==> src/rtl/frame_loader.sv <==
// frame_loader: packs an RGB byte stream into 24-bit words and writes them to frame-buffer port A
// Ports: CLK/RESET (sync, active-high); S_DATA/S_VALID/S_SOF/S_READY byte stream in;
// RAM_EN/RAM_WE/RAM_ADDR/RAM_DIN frame-buffer port A; FRAME_DONE/FRAME_ABORT pulses; FRAME_COUNT.
module frame_loader #(
  parameter int NUM_LEDS = 512,
  parameter int ADDR_W   = 10
) (
  input  logic              CLK,
  input  logic              RESET,
  input  logic [7:0]        S_DATA,
  input  logic              S_VALID,
  input  logic              S_SOF,
  output logic              S_READY,
  output logic              RAM_EN,
  output logic              RAM_WE,
  output logic [ADDR_W-1:0] RAM_ADDR,
  output logic [23:0]       RAM_DIN,
  output logic              FRAME_DONE,
  output logic              FRAME_ABORT,
  output logic [15:0]       FRAME_COUNT
);
  typedef enum logic [1:0] {IDLE, COLLECT, WRITE} state_t;
  state_t state, state_n;
  logic [ADDR_W-1:0] pix, pix_n, addr_n;
  logic [1:0] bcnt, bcnt_n;
  logic [7:0] b0, b1, b0_n, b1_n;
  logic [23:0] din_n;
  logic [15:0] cnt_n;
  logic wr_n, done_n, abort_n, acc, last;
  assign S_READY = !RESET && state != WRITE;
  assign acc = S_VALID && S_READY;
  assign last = pix == ADDR_W'(NUM_LEDS - 1);
  always_comb begin
    state_n = state;
    pix_n   = pix;
    bcnt_n  = bcnt;
    b0_n    = b0;
    b1_n    = b1;
    addr_n  = RAM_ADDR;
    din_n   = RAM_DIN;
    cnt_n   = FRAME_COUNT;
    wr_n    = 1'b0;
    done_n  = 1'b0;
    abort_n = 1'b0;
    case (state)
      IDLE:
        if (acc && S_SOF) begin
          state_n = COLLECT;
          pix_n   = '0;
          bcnt_n  = 2'd1;
          b0_n    = S_DATA;
        end
      COLLECT:
        if (acc) begin
          if (S_SOF) begin
            abort_n = 1'b1;
            pix_n   = '0;
            bcnt_n  = 2'd1;
            b0_n    = S_DATA;
          end else if (bcnt == 2'd2) begin
            state_n = WRITE;
            wr_n    = 1'b1;
            addr_n  = pix;
            din_n   = {b0, b1, S_DATA};
          end else begin
            bcnt_n = bcnt + 2'd1;
            b0_n   = bcnt == 2'd0 ? S_DATA : b0;
            b1_n   = bcnt == 2'd1 ? S_DATA : b1;
          end
        end
      WRITE: begin
        state_n = last ? IDLE : COLLECT;
        pix_n   = last ? pix : pix + 1'b1;
        bcnt_n  = 2'd0;
        done_n  = last;
        cnt_n   = last ? FRAME_COUNT + 16'd1 : FRAME_COUNT;
      end
      default: state_n = IDLE;
    endcase
  end
  always_ff @(posedge CLK) begin
    if (RESET) begin
      state       <= IDLE;
      pix         <= '0;
      bcnt        <= '0;
      b0          <= '0;
      b1          <= '0;
      RAM_EN      <= 1'b0;
      RAM_WE      <= 1'b0;
      RAM_ADDR    <= '0;
      RAM_DIN     <= '0;
      FRAME_DONE  <= 1'b0;
      FRAME_ABORT <= 1'b0;
      FRAME_COUNT <= '0;
    end else begin
      state       <= state_n;
      pix         <= pix_n;
      bcnt        <= bcnt_n;
      b0          <= b0_n;
      b1          <= b1_n;
      RAM_EN      <= wr_n;
      RAM_WE      <= wr_n;
      RAM_ADDR    <= addr_n;
      RAM_DIN     <= din_n;
      FRAME_DONE  <= done_n;
      FRAME_ABORT <= abort_n;
      FRAME_COUNT <= cnt_n;
    end
  end
endmodule
==> config.mk <==
export PLATFORM = sky130hd
export DESIGN_NAME = frame_loader
export DESIGN_NICKNAME = d
export VERILOG_FILES = /design/src/rtl/frame_loader.sv
export SDC_FILE = /design/constraint.sdc
export NUM_CORES = 1
export LEC_CHECK = 0
export CAP_MARGIN = 15
export CORE_ASPECT_RATIO = 0.7
export CORE_MARGIN = 3
export CORE_UTILIZATION = 23
export CTS_BUF_LIST = sky130_fd_sc_hd__clkbuf_8
export DETAILED_ROUTE_END_ITERATION = 6
export GPL_ROUTABILITY_DRIVEN = 0
export PLACE_DENSITY = 0.55
export SETUP_SLACK_MARGIN = 0.15
export SYNTH_ARGS = -nofsm -noshare
export SYNTH_HDL_FRONTEND = slang
export SYNTH_SLANG_ARGS = --single-unit
export TNS_END_PERCENT = 20
==> constraint.sdc <==
create_clock -name CLK -period 1.77 [get_ports CLK]
set_input_delay 0.354 -clock CLK [delete_from_list [all_inputs] [get_ports CLK]]
set_output_delay 0.354 -clock CLK [all_outputs]
set_load 0.03 [all_outputs]
Word-level counts from Yosys, hierarchy flattened
Cells that the tools add are included.
W data, S select, Z words.

cells by class
  eq/ne operators = 14
  reduce and logical (&&, ||, !) cells = 18
  mux-type cells = 23
  bitwise logic cells = 5
  $add $sub $neg = 3

operator list
  kind                     number
  $mux W10                 4
  $mux W8                  5
  $pmux W10 S3             1
  $add A16 B1 Y16 const B  1
  $pmux W8 S2              1
  $reduce_and A5 Y1        3
  $mux W2                  7
  $ne A2 B2 Y1 const B     7
  $pmux W2 S3              2
  $reduce_and A4 Y1        3
  $add A10 B1 Y10 const B  1
  $eq A10 B9 Y1 const B    1
  $ne A3 B3 Y1 const B     2
  $not A1 Y1               5
  $eq A2 B1 Y1 const B     2
  $eq A2 B2 Y1 const B     2
  $logic_not A2 Y1         2
  $reduce_or A4 Y1         1
  $logic_and A1 B1 Y1      3
  $mux W1                  3
  $reduce_bool A3 Y1       1
  $reduce_or A3 Y1         1
  $add A2 B1 Y2 const B    1
  $reduce_and A2 Y1        1
  other kinds (3)          3

word-level totals
  bits of input ports = 12
  register bits = 83
  word-level logic and storage cells = 74
  output and inout port bits = 55

Longest topological paths before layout
  depth after elaboration = 6
  mapped depth = 9
  depth with buffers taken out = 7

Least setup slack after synthesis
Ideal clock, no wire load.

  kind = register to register
  from = register state[0]
  to = register pix[2]
  period minus slack after synthesis = 1.911 ns
  path buffers = 0
  setup time = 0.117 ns
  stages on the path, launching flop included = 7
  arrival = 1.793 ns
  required time = 1.653 ns
  slack = -0.141 ns
  cell sequence = dfxtp_1 -> inv_1 -> ha_1 -> or2_2 -> a21oi_1 -> o211ai_1 -> a32o_1

on the way
  cells in the longest elaborated chain, start to end = 6
  elaborated cells on any way between the ends = 14
  classes of those cells = eq/ne: 7; mux: 1; reduce/logical: 6

ends and longest elaborated chain
  what                         line  text
  from (decl)                  23    state_t state, state_n;
  from (signal assigned)       96    state <= state_n;
  $ne A2 B2 Y1                 30    assign S_READY = !RESET && state != WRITE;
  $logic_and A1 B1 Y1          30
  $logic_and A1 B1 Y1          31    assign acc = S_VALID && S_READY;
  $logic_and A1 B1 Y1          47    if (acc && S_SOF) begin
  $ne A2 B2 Y1 (no line)       -
  $reduce_and A5 Y1 (no line)  -
  to (signal assigned)         97    pix <= pix_n;
  to (decl)                    24    logic [ADDR_W-1:0] pix, pix_n, addr_n;

Parallel ways exist; a longest one is shown, timed or not.
A chain may end at the register's enable or synchronous reset.

Worst setup path after layout
  from = register state[0]
  to = register bcnt[0]

on the way
  cells in the longest elaborated chain, start to end = 6
  elaborated cells on any way between the ends = 13
  classes of those cells = eq/ne: 6; mux: 1; reduce/logical: 6

ends and longest elaborated chain
  what                         line  text
  $ne A2 B2 Y1                 30
  $logic_and A1 B1 Y1          30
  $logic_and A1 B1 Y1          31
  $logic_and A1 B1 Y1          47
  $ne A2 B2 Y1 (no line)       -
  $reduce_and A4 Y1 (no line)  -
  to (signal assigned)         98    bcnt <= bcnt_n;
  to (decl)                    25    logic [1:0] bcnt, bcnt_n;

Parallel ways exist; a longest one is shown, timed or not.

==> results.sh <==
export IMPL_wire_per_inst_um=14.15
export IMPL_worstMarginPinSlew_ns=0.3877
export IMPL_crit_slowest_cell="dfxtp_4"
export IMPL_crit_end="bcnt[0]$_SDFFE_PP0P_"
export IMPL_switchingPower_mw=1.168
export IMPL_outcome="finished, violations left"
export IMPL_synth_area_leaders="dfxtp_1 (46%), nand2_1 (8.0%), a21oi_1 (7.4%), mux2i_1 (4.5%), ha_1 (3.8%)"
export IMPL_r2r_end="bcnt[0]$_SDFFE_PP0P_"
export IMPL_synth_seq_area_share=0.4622
export IMPL_crit_required_ns=2.06
export IMPL_fin_ws_ns=-0.06561
export IMPL_cts_hold_buffers=0
export IMPL_hold_ws_ns=0.4541
export IMPL_cts_tree="done"
export IMPL_grt_usage=0.1185
export IMPL_fin_nets=537
export IMPL_failed_checks="negative setup slack"
export IMPL_grt_max_degree=35
export IMPL_nFillCells=1574
export IMPL_place_area_um2=4755
export IMPL_cp_startpoint="state[0]$_SDFFE_PP0P_"
export IMPL_grt_ovfl_total=0
export IMPL_crit_family="compound AO/OA/AOI/OAI gates"
export IMPL_seqPwrFrac=0.460
export IMPL_drc_errors=0
export IMPL_antennaDiodeCount=0
export IMPL_clkPwrFrac=0.334
export IMPL_cp_arrival_ns=2.13
export IMPL_cp_slowest_stage_delay_ns=0.37
export IMPL_place_port_buffers=66
export IMPL_drt_total_wl_mm=10.10
export IMPL_async_reset_ff_frac=0
export IMPL_cts_sinks=83
export IMPL_path_max_fanout=5
export IMPL_layout_commonest_cell="dfxtp_1"
export IMPL_cts_made_buffers=9
export IMPL_max_vdd_ir_drop_mv=0.3446
export IMPL_fin_setup_tns_ns=-0.2865
export IMPL_dieArea_um2=17190
export IMPL_r2r_setup_slack_ns=-0.07
export IMPL_synthCells=414
export IMPL_die_w_um=155.4
export IMPL_finalHoldViolations=0
export IMPL_drive_gt1_frac=0.2081
export IMPL_p_leak_nw=2.146
export IMPL_slew_viol_final=0
export IMPL_antenna_found_initial=0
export IMPL_dr_pass1_iters=4
export IMPL_core_area_um2=15000
export IMPL_dp_slack_ns=-0.3892
export IMPL_hold_class="reg -> reg"
export IMPL_grt_pass1_wl_mm=16.54
export IMPL_synth_distinct_cells=53
export IMPL_path_depth=6
export IMPL_synth_top_area_frac=0.4622
export IMPL_ys_ff_latch=83
export IMPL_hpwl_mm=7.244
export IMPL_worst_setup_path_start_kind="flop"
export IMPL_max_cap_viol_count=0
export IMPL_combPwrFrac=0.206
export IMPL_max_freq_mhz=544.8
export IMPL_skew_ns=0.01097
export IMPL_synth_avg_cell_area_um2=8.683
export IMPL_clk_latency_ns=0.37
export IMPL_vias_per_cell=4.690
export IMPL_synth_net_count=437
export IMPL_fin_crit_sh=1.037
export IMPL_critPathCaptureType="flop"
export IMPL_path_class="reg -> reg"
export IMPL_crit_chain="inv_4, ha_4, or3b_1, o311a_1, a2111o_1, a21oi_1"
export IMPL_antenna_left=0
export IMPL_synth_top_area_cell="dfxtp_1"
export IMPL_num_rows=37
export IMPL_drt_iter0_markers=207
export IMPL_place_inst=693
export IMPL_path_clk_slew_ns=0.09
export IMPL_grt_pass1_vias=3186
export IMPL_layout_common_cells="dfxtp_1 (78), nand2_1 (72), dlygate4sd2_1 (49)"
export IMPL_power_mw=4.242
export IMPL_clock_root_buffer="clkbuf_8"
export IMPL_die_h_um=110.6
export IMPL_fin_cells=714
export IMPL_cp_num_buf_inv=1
export IMPL_slew_headroom=0.7416
export IMPL_swShare=0.2752
export IMPL_r2r_start="state[0]$_SDFFE_PP0P_"
export IMPL_design_area_um2=5134
export IMPL_intPower_mw=3.075
export IMPL_num_vias=3349
export IMPL_r2r_cells=6
export IMPL_synth_edf_count=0
export IMPL_pin_count=67
export IMPL_postLayoutCoreUtil=0.3423
export IMPL_cts_buffer_depth=2
export IMPL_yosysWarnings=0
export IMPL_htreeDepth=3
export IMPL_start_util=0.2397
export IMPL_fin_crit_ns=1.836
export IMPL_ys_dominant_reg_cell="dfxtp_1"
export IMPL_p_per_area_nw_per_um2=826.4
export IMPL_syn_area_um2=3595
export IMPL_rsz0062_at_grt="true"
export IMPL_area_growth_pct=42.81
export IMPL_setup_viol=22
==> repair_timing <==
item,in CTS,in global routing
pin swaps,27,23
resized for setup,76,26
endpoints found under the setup margin,129,81
buffers inserted,1,2
gates cloned,0,2
==> worst min path at each step <==
| stage | startpoint | to | slack, ns | depth (start not counted) |
|---|---|---|---|---|
| 2_1_floorplan | b0[6]$_SDFFE_PP0P_ | RAM_DIN[22]$_SDFFE_PP0P_ | 0.43 | 2 |
| 3_3_place_gp | b1[4]$_SDFFE_PP0P_ | RAM_DIN[12]$_SDFFE_PP0P_ | 0.44 | 2 |
| 3_5_place_dp | RAM_DIN[15]$_SDFFE_PP0P_ | RAM_DIN[15]$_SDFFE_PP0P_ | 0.45 | 2 |
| 4_1_cts | RAM_DIN[2]$_SDFFE_PP0P_ | RAM_DIN[2]$_SDFFE_PP0P_ | 0.46 | 2 |
| 5_1_grt | RAM_ADDR[5]$_SDFFE_PP0P_ | RAM_ADDR[5]$_SDFFE_PP0P_ | 0.47 | 2 |
| 6_report | RAM_DIN[2]$_SDFFE_PP0P_ | RAM_DIN[2]$_SDFFE_PP0P_ | 0.45 | 2 |
==> flip-flops by register name (all words and copies together) (netlist names) <==
signal and count:
b1 8, b0 8, RAM_DIN 24, FRAME_COUNT 16, RAM_ADDR 10, bcnt 2, FRAME_ABORT 1, state 2
pix 10, FRAME_DONE 1, RAM_WE 1
==> synth_stat cells, types with 2 or more instances <==
cell type and instances:
a21o_1 2, ha_1 11, nand2_1 77, mux2i_1 16, nor2_1 23, buf_2 6
or4_1 7, nor4_1 4, o21ai_0 13, o311ai_0 2, a32o_1 6, or3_1 7
dfxtp_1 83, a21oi_1 53, nor2b_1 3, mux2_2 2, clkbuf_1 13, nand3_1 20
nand4_1 5, or2_2 3, nor3_1 4, nor3b_1 2, o31ai_1 6, and4_1 2
and3_1 6, inv_1 9, buf_6 2, o41ai_1 2
==> worst register-to-register path: stages, from the launching register on <==
cell and delay, ns:
dfxtp_4 0.37, inv_4 0.04, ha_4 0.18, or3b_1 0.35, o311a_1 0.34, a2111o_1 0.35, a21oi_1 0.14
==> power by group through the flow <==
stage / registers (mW) / clock network, mW / logic, mW
finish: 1.95 / 1.42 / 0.873
global route: 1.96 / 1.54 / 0.964
CTS: 1.95 / 1.49 / 0.844
detailed placement: 2.00 / 0 / 0.754
global placement: 2.00 / 0 / 0.743
floorplan: 2.00 / 0 / 0.437
==> layout make-up <==
cell class,instances,area [um^2],area share
inverter,10,45.04,0.008774
tap,195,244.0,0.04753
clock inverter,5,52.55,0.01024
clock buffer,11,151.4,0.02949
sequential,83,1670,0.3254
multi-input combinational,298,1928,0.3756
timing repair buffer,112,1042,0.2030
==> kinds of logic after synthesis <==
kind of cell	count (synthesis)	share of synthesized area
AND/OR/NAND/NOR	173	0.2419
AO/OA/AOI/OAI	95	0.1622
flip-flops	83	0.4622
buffers and inverters	33	0.04211
multiplexers	18	0.05082
adder cells (fa/ha/maj)	11	0.03829
XOR/XNOR	1	0.002437
==> routing by layer <==
layer,vias up,track usage,part of all wire
met5,-,0,0
met4,0,0.04315,0.014
met3,9,0.03721,0.050
met2,79,0.1752,0.42
met1,1580,0.1617,0.51
li1,1681,-,-
(Power assumes the default switching activity.)
